--- src/rtl/vga_timing_pkg.sv ---
// Shared 640x480@60 timing constants, derived totals and sync window bounds.
// Used by the sync generator and by any pixel consumer that needs the same geometry.
package vga_timing_pkg;

    // Master clocks per pixel: 100 MHz master to 25 MHz pixel rate
    localparam int unsigned VGA_CLK_DIV = 4;

    // Horizontal timing, in pixels
    localparam int unsigned VGA_H_VISIBLE = 640;
    localparam int unsigned VGA_H_FP      = 16;
    localparam int unsigned VGA_H_SYNC    = 96;
    localparam int unsigned VGA_H_BP      = 48;
    localparam int unsigned VGA_H_TOTAL   = VGA_H_VISIBLE + VGA_H_FP + VGA_H_SYNC + VGA_H_BP;
    localparam int unsigned VGA_H_SYNC_START = VGA_H_VISIBLE + VGA_H_FP;
    localparam int unsigned VGA_H_SYNC_END   = VGA_H_SYNC_START + VGA_H_SYNC - 1;

    // Vertical timing, in lines
    localparam int unsigned VGA_V_VISIBLE = 480;
    localparam int unsigned VGA_V_FP      = 10;
    localparam int unsigned VGA_V_SYNC    = 2;
    localparam int unsigned VGA_V_BP      = 33;
    localparam int unsigned VGA_V_TOTAL   = VGA_V_VISIBLE + VGA_V_FP + VGA_V_SYNC + VGA_V_BP;
    localparam int unsigned VGA_V_SYNC_START = VGA_V_VISIBLE + VGA_V_FP;
    localparam int unsigned VGA_V_SYNC_END   = VGA_V_SYNC_START + VGA_V_SYNC - 1;

    // Output widths
    localparam int unsigned POS_W       = 10;
    localparam int unsigned FRAME_CNT_W = 8;

    typedef logic [POS_W-1:0]       pos_t;
    typedef logic [FRAME_CNT_W-1:0] frame_cnt_t;

    // Registered per-pixel decode, kept together so it updates as one unit
    typedef struct packed {
        logic disp_ena;
        logic h_sync;
        logic v_sync;
    } sync_t;

    // Sync outputs idle high, display disabled
    localparam sync_t SYNC_IDLE = '{disp_ena: 1'b0, h_sync: 1'b1, v_sync: 1'b1};

    // True when lo <= v <= hi (inclusive window)
    function automatic logic in_window(pos_t v, int unsigned lo, int unsigned hi);
        return (32'(v) >= lo) && (32'(v) <= hi);
    endfunction

endpackage

--- src/rtl/vga_pixel_tick.sv ---
// Clock-enable divider: counts 0..CLK_DIV-1 and strobes on the last count.
// With CLK_DIV = 1 the counter is pinned at 0 and the strobe stays high.
module vga_pixel_tick #(
    parameter int unsigned CLK_DIV = 4
) (
    input  logic clk,
    input  logic rst_n,
    output logic advance
);

    localparam int unsigned CNT_W = (CLK_DIV > 1) ? $clog2(CLK_DIV) : 1;
    localparam logic [CNT_W-1:0] CNT_LAST = CNT_W'(CLK_DIV - 1);

    logic [CNT_W-1:0] cnt_q;
    logic [CNT_W-1:0] cnt_d;

    // Strobe on the terminal count and wrap the divider there
    always_comb begin
        advance = (cnt_q == CNT_LAST);
        cnt_d   = advance ? '0 : cnt_q + 1'b1;
    end

    // Divider state
    always_ff @(posedge clk or negedge rst_n) begin
        if (!rst_n) begin
            cnt_q <= '0;
        end else begin
            cnt_q <= cnt_d;
        end
    end

endmodule

--- src/rtl/vga_sync_gen.sv ---
// VGA raster generator: pixel/line counters, sync and display-enable decode,
// frame-start pulse and frame counter. All outputs are registered and change
// on the same edge as the counters, so position and sync never skew.
module vga_sync_gen
    import vga_timing_pkg::*;
#(
    parameter int unsigned CLK_DIV   = VGA_CLK_DIV,
    parameter int unsigned H_VISIBLE = VGA_H_VISIBLE,
    parameter int unsigned H_FP      = VGA_H_FP,
    parameter int unsigned H_SYNC    = VGA_H_SYNC,
    parameter int unsigned H_BP      = VGA_H_BP,
    parameter int unsigned V_VISIBLE = VGA_V_VISIBLE,
    parameter int unsigned V_FP      = VGA_V_FP,
    parameter int unsigned V_SYNC    = VGA_V_SYNC,
    parameter int unsigned V_BP      = VGA_V_BP
) (
    input  logic                   Master_Clock_In,
    input  logic                   Reset_N_In,
    output logic                   Pixel_Tick_Out,
    output logic [POS_W-1:0]       Pixel_X_Out,
    output logic [POS_W-1:0]       Pixel_Y_Out,
    output logic                   Disp_Ena_Out,
    output logic                   H_Sync_Out,
    output logic                   V_Sync_Out,
    output logic                   Frame_Start_Out,
    output logic [FRAME_CNT_W-1:0] Frame_Count_Out
);

    localparam int unsigned H_TOTAL      = H_VISIBLE + H_FP + H_SYNC + H_BP;
    localparam int unsigned H_SYNC_START = H_VISIBLE + H_FP;
    localparam int unsigned H_SYNC_END   = H_SYNC_START + H_SYNC - 1;
    localparam int unsigned V_TOTAL      = V_VISIBLE + V_FP + V_SYNC + V_BP;
    localparam int unsigned V_SYNC_START = V_VISIBLE + V_FP;
    localparam int unsigned V_SYNC_END   = V_SYNC_START + V_SYNC - 1;

    localparam pos_t H_LAST = pos_t'(H_TOTAL - 1);
    localparam pos_t V_LAST = pos_t'(V_TOTAL - 1);

    logic       advance;
    pos_t       x_q, x_d;
    pos_t       y_q, y_d;
    sync_t      sync_q, sync_d;
    logic       tick_q;
    logic       frame_start_q, frame_start_d;
    frame_cnt_t frame_cnt_q, frame_cnt_d;

    vga_pixel_tick #(
        .CLK_DIV (CLK_DIV)
    ) u_pixel_tick (
        .clk     (Master_Clock_In),
        .rst_n   (Reset_N_In),
        .advance (advance)
    );

    // Next raster position: X wraps every line, Y steps only when X wraps
    always_comb begin
        x_d = x_q;
        y_d = y_q;
        if (advance) begin
            if (x_q == H_LAST) begin
                x_d = '0;
                y_d = (y_q == V_LAST) ? '0 : y_q + 1'b1;
            end else begin
                x_d = x_q + 1'b1;
            end
        end
    end

    // Decode from the next position so the registered decode lines up with the new (X,Y)
    always_comb begin
        sync_d          = sync_q;
        frame_start_d   = 1'b0;
        frame_cnt_d     = frame_cnt_q;
        if (advance) begin
            sync_d.disp_ena = (32'(x_d) < H_VISIBLE) && (32'(y_d) < V_VISIBLE);
            sync_d.h_sync   = !in_window(x_d, H_SYNC_START, H_SYNC_END);
            sync_d.v_sync   = !in_window(y_d, V_SYNC_START, V_SYNC_END);
            frame_start_d   = (x_d == '0) && (y_d == '0);
            if (frame_start_d) begin
                frame_cnt_d = frame_cnt_q + 1'b1;
            end
        end
    end

    // Counter and output registers; reset parks the raster on the last pixel so
    // the first advance lands on (0,0) and opens a new frame
    always_ff @(posedge Master_Clock_In or negedge Reset_N_In) begin
        if (!Reset_N_In) begin
            x_q           <= H_LAST;
            y_q           <= V_LAST;
            sync_q        <= SYNC_IDLE;
            tick_q        <= 1'b0;
            frame_start_q <= 1'b0;
            frame_cnt_q   <= '0;
        end else begin
            x_q           <= x_d;
            y_q           <= y_d;
            sync_q        <= sync_d;
            tick_q        <= advance;
            frame_start_q <= frame_start_d;
            frame_cnt_q   <= frame_cnt_d;
        end
    end

    // Output drive
    always_comb begin
        Pixel_Tick_Out  = tick_q;
        Pixel_X_Out     = x_q;
        Pixel_Y_Out     = y_q;
        Disp_Ena_Out    = sync_q.disp_ena;
        H_Sync_Out      = sync_q.h_sync;
        V_Sync_Out      = sync_q.v_sync;
        Frame_Start_Out = frame_start_q;
        Frame_Count_Out = frame_cnt_q;
    end

endmodule
--- config.mk ---
export PLATFORM = sky130hd
export DESIGN_NAME = vga_sync_gen
export DESIGN_NICKNAME = d
export VERILOG_FILES = /design/src/rtl/vga_timing_pkg.sv /design/src/rtl/vga_pixel_tick.sv /design/src/rtl/vga_sync_gen.sv
export SDC_FILE = /design/constraint.sdc
export NUM_CORES = 1
export LEC_CHECK = 0
export CAP_MARGIN = 15
export CORE_MARGIN = 2
export CORE_UTILIZATION = 35
export CTS_CLUSTER_SIZE = 24
export DETAILED_ROUTE_END_ITERATION = 10
export SLEW_MARGIN = 20
export SYNTH_ARGS = -nofsm -noshare
export SYNTH_HDL_FRONTEND = slang
export SYNTH_SLANG_ARGS = --single-unit
--- constraint.sdc ---
create_clock -name Master_Clock_In -period 2.54 [get_ports Master_Clock_In]
set_input_delay 0.508 -clock Master_Clock_In [delete_from_list [all_inputs] [get_ports Master_Clock_In]]
set_output_delay 0.508 -clock Master_Clock_In [all_outputs]
set_load 0.01 [all_outputs]
==> impl_metrics.sql, run 1 <==
INSERT INTO impl_metrics (metric_group, metric, value, unit) VALUES
('worst_setup_path', 'crit_path_top_delay_cell', 'sky130_fd_sc_hd__or4b_4', ''),
('place', 'worst_setup_timing_slack_at_the_placement_stage', '-110', 'ps'),
('drt', 'wl', '5730', 'um'),
('power_and_ir_drop', 'worst_ir_drop_vdd', '0.000240', 'V'),
('min_path', 'worst_hold_path.num_cells', '1', ''),
('global_routing', 'via_count_of_the_first_global_routing_pass', '2018', ''),
('timing', 'finalHoldWorstSlack', '435', 'ps'),
('floorplan', 'floorplan.initialDensity', '0.358', ''),
('drt', 'detail_route.drc_violations', '0', ''),
('global_routing', 'grt_overflow_total', '0', ''),
('cts', 'worstSkewPairLatency', '290', 'ps'),
('yosys', 'synth_fp_nets', '227', ''),
('drt', 'drt.antenna.violating_nets', '0', ''),
('floorplan', 'width_of_the_die', '81.1', 'um'),
('worst_setup_path', 'worst_ep_required_time', '2720', 'ps'),
('min_path', 'hp-class', 'flop to flop', ''),
('cts', 'cts_buffer_count', '5', ''),
('yosys', 'synthesis.yosys.warnings', '0', ''),
('drt', 'detailedRoute.firstIterationViolations', '75', ''),
('global_routing', 'antenna_violations_before_repair', '0', ''),
('drt', 'route.vias.total', '1942', ''),
('worst_setup_path', 'r2r_slack', '-90', 'ps'),
('min_path', 'hp-start', 'u_pixel_tick.cnt_q[0]', ''),
('status', 'failed_checks', 'setup timing', ''),
('worst_setup_path', 'critical_path.endpoint_type', 'flop', ''),
('layout', 'final_net_count', '304', ''),
('drt', 'route.detailed.vias_per_inst', '5.21', ''),
('floorplan', 'floorplan.io_pins', '35', ''),
('yosys', 'synthDominantCellAreaShare', '0.277', ''),
('timing', 'final_min_period_over_clock_period', '1.03', ''),
('timing', 'setup_viols_final', '6', ''),
('cts', 'cts_tree', 'done', ''),
('worst_setup_path', 'critical_path.max_fanout', '7', ''),
('global_routing', 'pin_count_of_the_biggest_net_entering_global_routing', '36', ''),
('yosys', 'synth_area_leaders', 'sky130_fd_sc_hd__dfrtp_1 (28%), sky130_fd_sc_hd__dfstp_2 (15%), sky130_fd_sc_hd__xor2_1 (4.2%)', ''),
('worst_setup_path', 'critical_path.cell_chain', 'inv_2, ha_2, or4b_4, nor4_4, nor3_1, a21oi_2, o2111ai_4, nor2_2, mux2_2', ''),
('min_path', 'holdPathEnd', 'u_pixel_tick.cnt_q[0]', ''),
('timing', 'number_of_hold_slack_violations_in_the_final_timing_report', '0', ''),
('floorplan', 'design.die.area', '6580', 'um^2'),
('yosys', 'yosys.cell_count.top_type', 'sky130_fd_sc_hd__dfrtp_1', ''),
('status', 'status', 'finished, violations left', ''),
('cts', 'htree_levels', '2', ''),
('timing', 'fin_crit', '2630', 'ps'),
('timing', 'slew-limit-headroom', '0.699', ''),
('power_and_ir_drop', 'leakagePower', '1.39', 'nW'),
('worst_setup_path', 'crit-reg2reg-capture', 'Frame_Count_Out[1]', ''),
('drt', 'detail_route.first_pass.iterations', '4', ''),
('timing', 'postLayoutSetupSlackWorst', '-86.1', 'ps'),
('yosys', 'seq_area_frac_synth', '0.428', ''),
('cts', 'cts.reportedPaths.clkPinSlew', '70', 'ps'),
('worst_setup_path', 'critical_path.reg2reg.startpoint', 'Pixel_Y_Out[1]', ''),
('floorplan', 'floorplan.rows', '28', ''),
('place', 'number_of_buffer_cells_added_on_primary_ports', '34', ''),
('yosys', 'synth.ff_latch_count', '35', ''),
('yosys', 'commonest_register_cell_after_synthesis', 'sky130_fd_sc_hd__dfrtp_1', ''),
('place', 'finalWeightedCongestion', '0.875', ''),
('yosys', 'post_synthesis_cell_type_with_the_largest_combined_area', 'sky130_fd_sc_hd__dfrtp_1', ''),
('floorplan', 'core-area', '5820', 'um^2'),
('layout', 'flow.area_growth_from_synthesis', '50.5', '%'),
('yosys', 'synthCells', '220', ''),
('yosys', 'synth.top_cells.by_count', 'sky130_fd_sc_hd__dfrtp_1 (23), sky130_fd_sc_hd__nand2_1 (22)', ''),
('drt', 'drt-wirelength-per-cell', '15.4', 'um'),
('timing', 'report.final.slew_viol_count', '0', ''),
('yosys', 'synth_enable_flop_cells', '0', ''),
('worst_setup_path', 'arrival_time_worst_endpoint', '2800', 'ps'),
('worst_setup_path', 'critical_path.n_buffers_inverters', '1', ''),
('worst_setup_path', 'timing.critical_path.from_type', 'flop', ''),
('yosys', 'syn_area', '2080', 'um^2'),
('floorplan', 'dieHeight', '81.1', 'um'),
('run', 'max_cap_violations', '0', ''),
('timing', 'max_clock_freq', '381', 'MHz');
state kept, by name, indices dropped and copies added, names as in the netlist:
name,count
Pixel_X_Out,10
Pixel_Y_Out,10
Frame_Count_Out,8
u_pixel_tick.cnt_q,2
Disp_Ena_Out,1
Frame_Start_Out,1
H_Sync_Out,1
Pixel_Tick_Out,1
V_Sync_Out,1
cell families after synthesis:
group	synth area share
xor gates and xnor gates	0.0758
AOI/OAI and AO/OA	0.153
and+or+nand+nor	0.257
adders and majority gates	0.0301
DFF	0.428
muxes	0.0102
buffers and inverters	0.0451
through the flow:
| step | cells | utilization | power [mW] | area (um^2) |
|---|---|---|---|---|
| floorplan | 220 | - | 0.568 | 2120 |
| global placement | 359 | 0.485 | 0.582 | 2820 |
| detailed placement | 359 | 0.485 | 0.582 | 2820 |
| CTS | 368 | 0.511 | 1.11 | 2970 |
| global route | 373 | 0.538 | 1.13 | 3130 |
| finish | 373 | 0.538 | 1.10 | 3130 |
cell usage in the layout, fill, tap and decap left out, types with 3 or more instances in the layout:
master | synthesis | layout
sky130_fd_sc_hd__a21oi_1 | 5 | 4
sky130_fd_sc_hd__a31oi_1 | 5 | 4
sky130_fd_sc_hd__and3_1 | 3 | 3
sky130_fd_sc_hd__and4_1 | 5 | 3
sky130_fd_sc_hd__buf_4 | 0 | 45
sky130_fd_sc_hd__buf_6 | 0 | 3
sky130_fd_sc_hd__clkbuf_8 | 0 | 6
sky130_fd_sc_hd__clkdlybuf4s50_1 | 0 | 34
sky130_fd_sc_hd__dfrtp_1 | 23 | 21
sky130_fd_sc_hd__dfstp_2 | 12 | 12
sky130_fd_sc_hd__ha_1 | 5 | 3
sky130_fd_sc_hd__inv_1 | 12 | 10
sky130_fd_sc_hd__nand2_1 | 22 | 22
sky130_fd_sc_hd__nand3_1 | 12 | 12
sky130_fd_sc_hd__nand4_1 | 9 | 9
sky130_fd_sc_hd__nor2_1 | 12 | 11
sky130_fd_sc_hd__nor3_1 | 8 | 5
sky130_fd_sc_hd__nor4_2 | 0 | 3
sky130_fd_sc_hd__nor4_4 | 1 | 3
sky130_fd_sc_hd__o21ai_0 | 11 | 10
sky130_fd_sc_hd__xnor2_1 | 8 | 8
sky130_fd_sc_hd__xor2_1 | 10 | 9
power breakdown:
group	internal [mW]	switching [mW]
Combinational	0.00235	0.0108
Clock	0.318	0.207
Sequential	0.558	0
final cells by class:
class / count / area [um^2]
timing repair buffer: 82 / 712
multi-input combinational: 161 / 1270
inverter: 12 / 45.0
sequential: 35 / 893
clock inverter: 2 / 35.0
tap: 75 / 93.8
fill: 539 / 2690
clock buffer: 6 / 82.6
worst max-delay path by stage:
| stage | from | to | slack (ps) | cells after the start |
|---|---|---|---|---|
| final | Pixel_Y_Out[1] | Frame_Count_Out[1] | -90 | 9 |
| after global routing | Pixel_Y_Out[1] | Frame_Count_Out[7] | -200 | 10 |
| after CTS | Pixel_X_Out[1] | Frame_Count_Out[7] | -80 | 8 |
| after detailed placement | Pixel_X_Out[0] | Frame_Count_Out[7] | -110 | 8 |
| after global placement | Pixel_X_Out[0] | V_Sync_Out | -130 | 9 |
| after floorplan | Pixel_X_Out[0] | Frame_Count_Out[1] | -30 | 9 |
repair_timing:
item                       CTS  global route
hold endpoints to repair     0             0
setup buffers                1             5
resized for setup            5            21
pin swaps                    2            20
setup endpoints to repair    9            11
layer usage:
metal,part of all wire,GRT usage,wire (um)
met2,0.50,0.307,2870
met4,0.0072,0.0542,41
met3,0.045,0.0422,257
met1,0.45,0.241,2560
met5,0,0,0
No activity file was read; power rests on OpenSTA's default activity.
==> run 2, diff against run 1 <==
DONT_BUFFER_PORTS = 1   (was default)
==> run 2 against run 1 <==
The run still ends with setup timing left. Total power shrank 2.5%. Design area shrank 5.3%. Critical path depth grew 1. Cell count shrank 5.4%. Combinational power shrank 15%. Clock skew shrank 2.8 ps. Largest cell class unchanged.
==> impl_metrics.sql, run 2 (synthesis results as in run 1) <==
INSERT INTO impl_metrics (metric_group, metric, value, unit) VALUES
('cts', 'cts.reportedPaths.clkPinSlew', '70', 'ps'),
('timing', 'max_clock_freq', '385', 'MHz'),
('timing', 'setup_viols_final', '6', ''),
('layout', 'final_layout_size_suffix_gt1_frac', '0.428', ''),
('floorplan', 'floorplan.rows', '28', ''),
('timing', 'rsz0062_at_grt', 'yes', ''),
('floorplan', 'core-area', '5820', 'um^2'),
('place', 'dp_hpwl', '4140', 'um'),
('cts', 'worstSkewPairLatency', '290', 'ps'),
('worst_setup_path', 'critical_path.reg2reg.startpoint', 'u_pixel_tick.cnt_q[0]', ''),
('timing', 'postLayoutSetupSlackWorst', '-57.1', 'ps'),
('global_routing', 'antenna_violations_before_repair', '0', ''),
('worst_setup_path', 'r2r_slack', '-60', 'ps'),
('layout', 'mostFrequentLayoutCells', 'sky130_fd_sc_hd__buf_4 (56), sky130_fd_sc_hd__nand2_1 (22), sky130_fd_sc_hd__dfrtp_1 (21), sky130_fd_sc_hd__dfstp_2 (12), sky130_fd_sc_hd__nand3_1 (12)', ''),
('drt', 'drt-wirelength-per-cell', '17.4', 'um'),
('power_and_ir_drop', 'worst_ir_drop_vdd', '0.000227', 'V'),
('min_path', 'hp-class', 'primary input to async pin', ''),
('cts', 'cts_buffer_count', '5', ''),
('timing', 'fin_crit', '2600', 'ps'),
('power_and_ir_drop', 'leakagePower', '1.36', 'nW'),
('layout', 'mostFrequentLayoutCell', 'sky130_fd_sc_hd__buf_4', ''),
('timing', 'final_min_period_over_clock_period', '1.02', ''),
('drt', 'detailedRoute.firstIterationViolations', '129', ''),
('floorplan', 'design.die.area', '6580', 'um^2'),
('drt', 'route.vias.total', '1978', ''),
('status', 'failed_checks', 'setup timing', ''),
('drt', 'wl', '6130', 'um'),
('worst_setup_path', 'worst_ep_required_time', '2720', 'ps'),
('timing', 'final.setup_skew', '4.79', 'ps'),
('layout', 'final_net_count', '284', ''),
('power_and_ir_drop', 'p_per_area', '360', 'nW/um^2'),
('place', 'place.detailed.instances', '332', ''),
('worst_setup_path', 'critical_path.cell_chain', 'ha_1, buf_4, buf_4, and4_1, nand4_1, and3_1, a211oi_2, nand4_1, nor2_2, mux2_4', ''),
('floorplan', 'width_of_the_die', '81.1', 'um'),
('worst_setup_path', 'type_of_the_worst_setup_path', 'flop to flop', ''),
('floorplan', 'floorplan.io_pins', '35', ''),
('floorplan', 'dieHeight', '81.1', 'um'),
('cts', 'clock-root-buffer', 'sky130_fd_sc_hd__clkbuf_8', ''),
('floorplan', 'floorplan.initialDensity', '0.358', ''),
('timing', 'finalSetupTns', '-169', 'ps'),
('drt', 'detail_route.drc_violations', '0', ''),
('global_routing', 'gr-usage-all-layers', '0.201', ''),
('power_and_ir_drop', 'fin_total_pwr', '1.07', 'mW'),
('timing', 'report.final.slew_viol_count', '0', ''),
('drt', 'drt.antenna.violating_nets', '0', ''),
('worst_setup_path', 'timing.critical_path.from_type', 'flop', ''),
('drt', 'route.detailed.vias_per_inst', '5.60', ''),
('drt', 'detail_route.first_pass.iterations', '4', ''),
('global_routing', 'grt_overflow_total', '0', ''),
('worst_setup_path', 'worst_r2r_path_cells', '10', ''),
('worst_setup_path', 'critical_path.endpoint_type', 'flop', ''),
('layout', 'flow.area_growth_from_synthesis', '42.5', '%'),
('cts', 'ctsLongestPathBuffers', '2', ''),
('layout', 'num_antenna_cells', '0', ''),
('status', 'status', 'finished, violations left', ''),
('global_routing', 'via_count_of_the_first_global_routing_pass', '1973', ''),
('global_routing', 'pin_count_of_the_biggest_net_entering_global_routing', '24', ''),
('worst_setup_path', 'arrival_time_worst_endpoint', '2780', 'ps'),
('timing', 'tightest_slew', '464', 'ps'),
('worst_setup_path', 'critical_path.max_fanout', '8', ''),
('cts', 'num_clock_sinks', '35', ''),
('layout', 'layout.cells.non_filler', '353', ''),
('timing', 'slew-limit-headroom', '0.688', ''),
('place', 'number_of_buffer_cells_added_on_primary_ports', '0', ''),
('cts', 'cts_tree', 'done', ''),
('worst_setup_path', 'crit_path_max_incr_delay', '360', 'ps'),
('timing', 'number_of_hold_slack_violations_in_the_final_timing_report', '0', ''),
('global_routing', 'first_pass_grt_wire_length', '10000', 'um'),
('run', 'max_cap_violations', '0', ''),
('place', 'finalWeightedCongestion', '0.857', ''),
('worst_setup_path', 'crit_path_start', 'u_pixel_tick.cnt_q[0]', ''),
('cts', 'htree_levels', '2', ''),
('worst_setup_path', 'crit_path_top_delay_cell', 'sky130_fd_sc_hd__dfrtp_1', '');
==> run 2: worst paths after layout <==
kind | to
setup / recovery | Frame_Count_Out[1]
hold / removal | u_pixel_tick.cnt_q[1]
setup reg to reg | Frame_Count_Out[1]
hold reg to reg | u_pixel_tick.cnt_q[0]
max in group asynchronous | Pixel_Y_Out[0]
min in group Master_Clock_In | u_pixel_tick.cnt_q[0]
==> run 2: layout make-up <==
cell class	instances	area, um^2
fill	562	2850
multi-input combinational	161	1310
sequential	35	893
timing repair buffer	62	514
tap	75	93.8
clock buffer	7	76.3
inverter	12	45.0
clock inverter	1	30.0
==> run 2: metrics by stage <==
| stage | utilization | setup WS [ps] | instance area [um^2] | hold slack (ps) |
|---|---|---|---|---|
| finish | 0.510 | -57.1 | 2960 | 34.0 |
| global route | 0.510 | -230 | 2960 | 31.1 |
| CTS | 0.488 | -24.4 | 2840 | 31.5 |
| detailed placement | 0.435 | -122 | 2530 | 214 |
| global placement | 0.435 | -106 | 2530 | 214 |
| floorplan | - | -26.2 | 2120 | 212 |
==> run 2: layer usage <==
layer / global-route usage / part of all wire / vias to the layer above
li1: - / - / 923
met1: 0.256 / 0.42 / 975
met2: 0.320 / 0.50 / 63
met3: 0.0511 / 0.062 / 17
met4: 0.0898 / 0.022 / 0
met5: 0 / 0 / -
==> run 2: what timing repair did <==
| action | 4_1_cts | 5_1_grt |
|---|---|---|
| endpoints found under the hold margin | 23 | 0 |
| pin swaps | 12 | 13 |
| setup buffers | 4 | 8 |
| endpoints found under the setup margin | 9 | 11 |
| hold buffers | 1 | 0 |
| resized for setup | 23 | 11 |
==> run 2: critical path: cells and delay by family (launching register included) <==
| kind | cells | cell delay (ps) |
|---|---|---|
| mux | 1 | 310 |
| flops | 1 | 360 |
| buf+inv | 2 | 310 |
| fa+ha+maj | 1 | 220 |
| simple gates | 5 | 1020 |
| compound gates | 1 | 270 |
==> run 2: power breakdown <==
part | switching, mW | total (mW) | leakage, nW | internal [mW]
Clock | 0.206 | 0.499 | 0.0524 | 0.294
Sequential | 0 | 0.558 | 0.433 | 0.558
Combinational | 0.00797 | 0.0112 | 0.877 | 0.00324
==> run 3, diff against run 2 <==
RECOVER_POWER = 25   (was default)
==> run 3 against run 2 <==
The flow still finishes with violations (setup timing). Critical endpoint unchanged. Routed wire length increased by 0.46%. Clock skew barely moved. Highest routed layer unchanged. Clock power is essentially flat. Die area unchanged. Largest cell class unchanged. Flip-flop and latch count unchanged. Sequential share of layout area increased by 0.17 points. Design area is 0.55% lower. Critical path depth stayed put. Non-clock buffer count unchanged. Critical path type unchanged.
==> impl_metrics.sql, run 3 (synthesis results as in run 1) <==
INSERT INTO impl_metrics (metric_group, metric, value, unit) VALUES
('drt', 'drt-wirelength-per-cell', '17.4', 'um'),
('power_and_ir_drop', 'p_comb_frac', '0.008', ''),
('power_and_ir_drop', 'switchingPower', '0.213', 'mW'),
('layout', 'layout.cells.non_filler', '353', ''),
('status', 'failed_checks', 'setup timing', ''),
('layout', 'flow.area_growth_from_synthesis', '41.7', '%'),
('place', 'place.detailed.instances', '332', ''),
('global_routing', 'pin_count_of_the_biggest_net_entering_global_routing', '24', ''),
('global_routing', 'grt_overflow_total', '0', ''),
('cts', 'cts_tree', 'done', ''),
('drt', 'detail_route.first_pass.iterations', '4', ''),
('layout', 'final_layout_size_suffix_gt1_frac', '0.424', ''),
('timing', 'number_of_hold_slack_violations_in_the_final_timing_report', '0', ''),
('timing', 'fin_crit', '2600', 'ps'),
('floorplan', 'core-area', '5820', 'um^2'),
('timing', 'setup_viols_final', '6', ''),
('worst_setup_path', 'critical_path.endpoint_type', 'flop', ''),
('power_and_ir_drop', 'power_report.internal_total', '0.852', 'mW'),
('cts', 'clock-root-buffer', 'sky130_fd_sc_hd__clkbuf_8', ''),
('timing', 'max_clock_freq', '384', 'MHz'),
('cts', 'num_clock_sinks', '35', ''),
('timing', 'slew-limit-headroom', '0.0516', ''),
('drt', 'wl', '6160', 'um'),
('global_routing', 'antenna_violations_before_repair', '0', ''),
('power_and_ir_drop', 'p_per_area', '361', 'nW/um^2'),
('floorplan', 'floorplan.io_pins', '35', ''),
('cts', 'worstSkewPairLatency', '290', 'ps'),
('timing', 'postLayoutSetupSlackWorst', '-60.9', 'ps'),
('drt', 'detailedRoute.firstIterationViolations', '118', ''),
('drt', 'drt.antenna.violating_nets', '0', ''),
('worst_setup_path', 'arrival_time_worst_endpoint', '2780', 'ps'),
('drt', 'detail_route.drc_violations', '0', ''),
('global_routing', 'first_pass_grt_wire_length', '10000', 'um'),
('worst_setup_path', 'timing.critical_path.from_type', 'flop', ''),
('layout', 'postLayoutCellArea', '2950', 'um^2'),
('place', 'number_of_buffer_cells_added_on_primary_ports', '0', ''),
('run', 'max_cap_violations', '0', ''),
('status', 'status', 'finished, violations left', ''),
('power_and_ir_drop', 'power.switching_fraction', '0.200', ''),
('floorplan', 'floorplan.rows', '28', ''),
('place', 'worst_setup_timing_slack_at_the_placement_stage', '-122', 'ps'),
('layout', 'mostFrequentLayoutCell', 'sky130_fd_sc_hd__buf_4', ''),
('worst_setup_path', 'type_of_the_worst_setup_path', 'flop to flop', ''),
('drt', 'route.vias.total', '1978', ''),
('place', 'detailed_place.area', '2530', 'um^2'),
('layout', 'final_net_count', '284', ''),
('place', 'finalWeightedCongestion', '0.857', ''),
('floorplan', 'dieHeight', '81.1', 'um'),
('worst_setup_path', 'worst_ep_required_time', '2720', 'ps'),
('power_and_ir_drop', 'worst_ir_drop_vdd', '0.000227', 'V'),
('worst_setup_path', 'critical_path.max_fanout', '8', ''),
('cts', 'cts.reportedPaths.clkPinSlew', '70', 'ps'),
('global_routing', 'via_count_of_the_first_global_routing_pass', '1973', ''),
('timing', 'tightest_slew', '1420', 'ps'),
('timing', 'final.setup_skew', '5.09', 'ps'),
('power_and_ir_drop', 'leakagePower', '1.35', 'nW'),
('place', 'dp_hpwl', '4140', 'um'),
('layout', 'num_antenna_cells', '0', ''),
('min_path', 'hp-class', 'primary input to async pin', ''),
('cts', 'cts_buffer_count', '5', ''),
('floorplan', 'design.die.area', '6580', 'um^2'),
('power_and_ir_drop', 'fin_total_pwr', '1.07', 'mW'),
('cts', 'htree_levels', '2', ''),
('timing', 'final_min_period_over_clock_period', '1.02', ''),
('layout', 'nFillCells', '565', ''),
('cts', 'ctsLongestPathBuffers', '2', ''),
('power_and_ir_drop', 'pwr-share-clk', '0.468', ''),
('drt', 'route.detailed.vias_per_inst', '5.60', ''),
('layout', 'mostFrequentLayoutCells', 'sky130_fd_sc_hd__buf_4 (56), sky130_fd_sc_hd__nand2_1 (22), sky130_fd_sc_hd__dfrtp_1 (21), sky130_fd_sc_hd__dfstp_2 (12), sky130_fd_sc_hd__nand3_1 (12)', ''),
('timing', 'report.final.slew_viol_count', '0', ''),
('timing', 'rsz0062_at_grt', 'yes', ''),
('floorplan', 'width_of_the_die', '81.1', 'um'),
('floorplan', 'floorplan.initialDensity', '0.358', ''),
('timing', 'finalHoldWorstSlack', '53.9', 'ps'),
('power_and_ir_drop', 'power.sequential.fraction', '0.524', ''),
('global_routing', 'gr-usage-all-layers', '0.201', '');
==> run 3: cell types whose count changed in the layout (fill, tap and decap cells not counted) <==
cell	previous run	this run
sky130_fd_sc_hd__clkbuf_1	2	3
sky130_fd_sc_hd__buf_12	3	2
==> run 3: metal layers <==
| layer | global-route usage | up-vias | wire [um] |
|---|---|---|---|
| met4 | 0.0898 | 0 | 150 |
| met2 | 0.320 | 68 | 3050 |
| met3 | 0.0511 | 18 | 390 |
| met1 | 0.256 | 968 | 2570 |
| li1 | - | 924 | - |
| met5 | 0 | - | 0 |
==> run 3: worst paths after layout <==
kind                          depth (start not counted)                   from               endpoint  slack (ps)
setup / recovery                                     10  u_pixel_tick.cnt_q[0]     Frame_Count_Out[1]         -60
hold / removal                                        0             Reset_N_In         Pixel_Y_Out[9]          50
setup reg to reg                                     10  u_pixel_tick.cnt_q[0]     Frame_Count_Out[1]         -60
hold reg to reg                                       1  u_pixel_tick.cnt_q[0]  u_pixel_tick.cnt_q[0]         430
max in group asynchronous                             1             Reset_N_In         Pixel_Y_Out[0]        1070
min in group Master_Clock_In                          1  u_pixel_tick.cnt_q[0]  u_pixel_tick.cnt_q[0]         430
==> run 3: layout make-up <==
cell class	count	area (um^2)	share of cell area
Multi-Input combinational cell	161	1310	0.445
Sequential cell	35	893	0.303
Timing Repair Buffer	62	498	0.169
Tap cell	75	93.8	0.0318
Clock buffer	7	76.3	0.0259
Inverter	12	45.0	0.0153
Clock inverter	1	30.0	0.0102
==> run 3: power groups by stage <==
stage | registers [mW] | logic, mW | clock network, mW
5_1_grt | 0.558 | 0.00950 | 0.530
6_report | 0.558 | 0.00820 | 0.499
3_3_place_gp | 0.568 | 0.000000693 | 0
2_1_floorplan | 0.568 | 0.000000466 | 0
3_5_place_dp | 0.568 | 0.000000693 | 0
4_1_cts | 0.558 | 0.0117 | 0.509
==> run 3: per-stage QoR <==
stage	utilization	setup TNS [ps]
2_1_floorplan	-	-37.6
3_3_place_gp	0.435	-414
3_5_place_dp	0.435	-696
4_1_cts	0.488	-37.9
5_1_grt	0.507	-1620
6_report	0.507	-192
==> run 3: what timing repair did <==
action | 4_1_cts | 5_1_grt
setup endpoints to repair | 9 | 11
hold endpoints to repair | 23 | 0
resized for setup | 23 | 11
setup buffers | 4 | 8
pin swaps | 12 | 13
hold buffers | 1 | 0
==> run 3: worst max-delay path, stage by stage, from the launching register on <==
cell and delay, ps:
sky130_fd_sc_hd__dfrtp_1 360, sky130_fd_sc_hd__ha_1 220, sky130_fd_sc_hd__buf_4 170, sky130_fd_sc_hd__buf_4 140, sky130_fd_sc_hd__and4_1 270, sky130_fd_sc_hd__nand4_1 150, sky130_fd_sc_hd__and3_1 240, sky130_fd_sc_hd__a211oi_2 270
sky130_fd_sc_hd__nand4_1 180, sky130_fd_sc_hd__nor2_2 180, sky130_fd_sc_hd__mux2_4 310
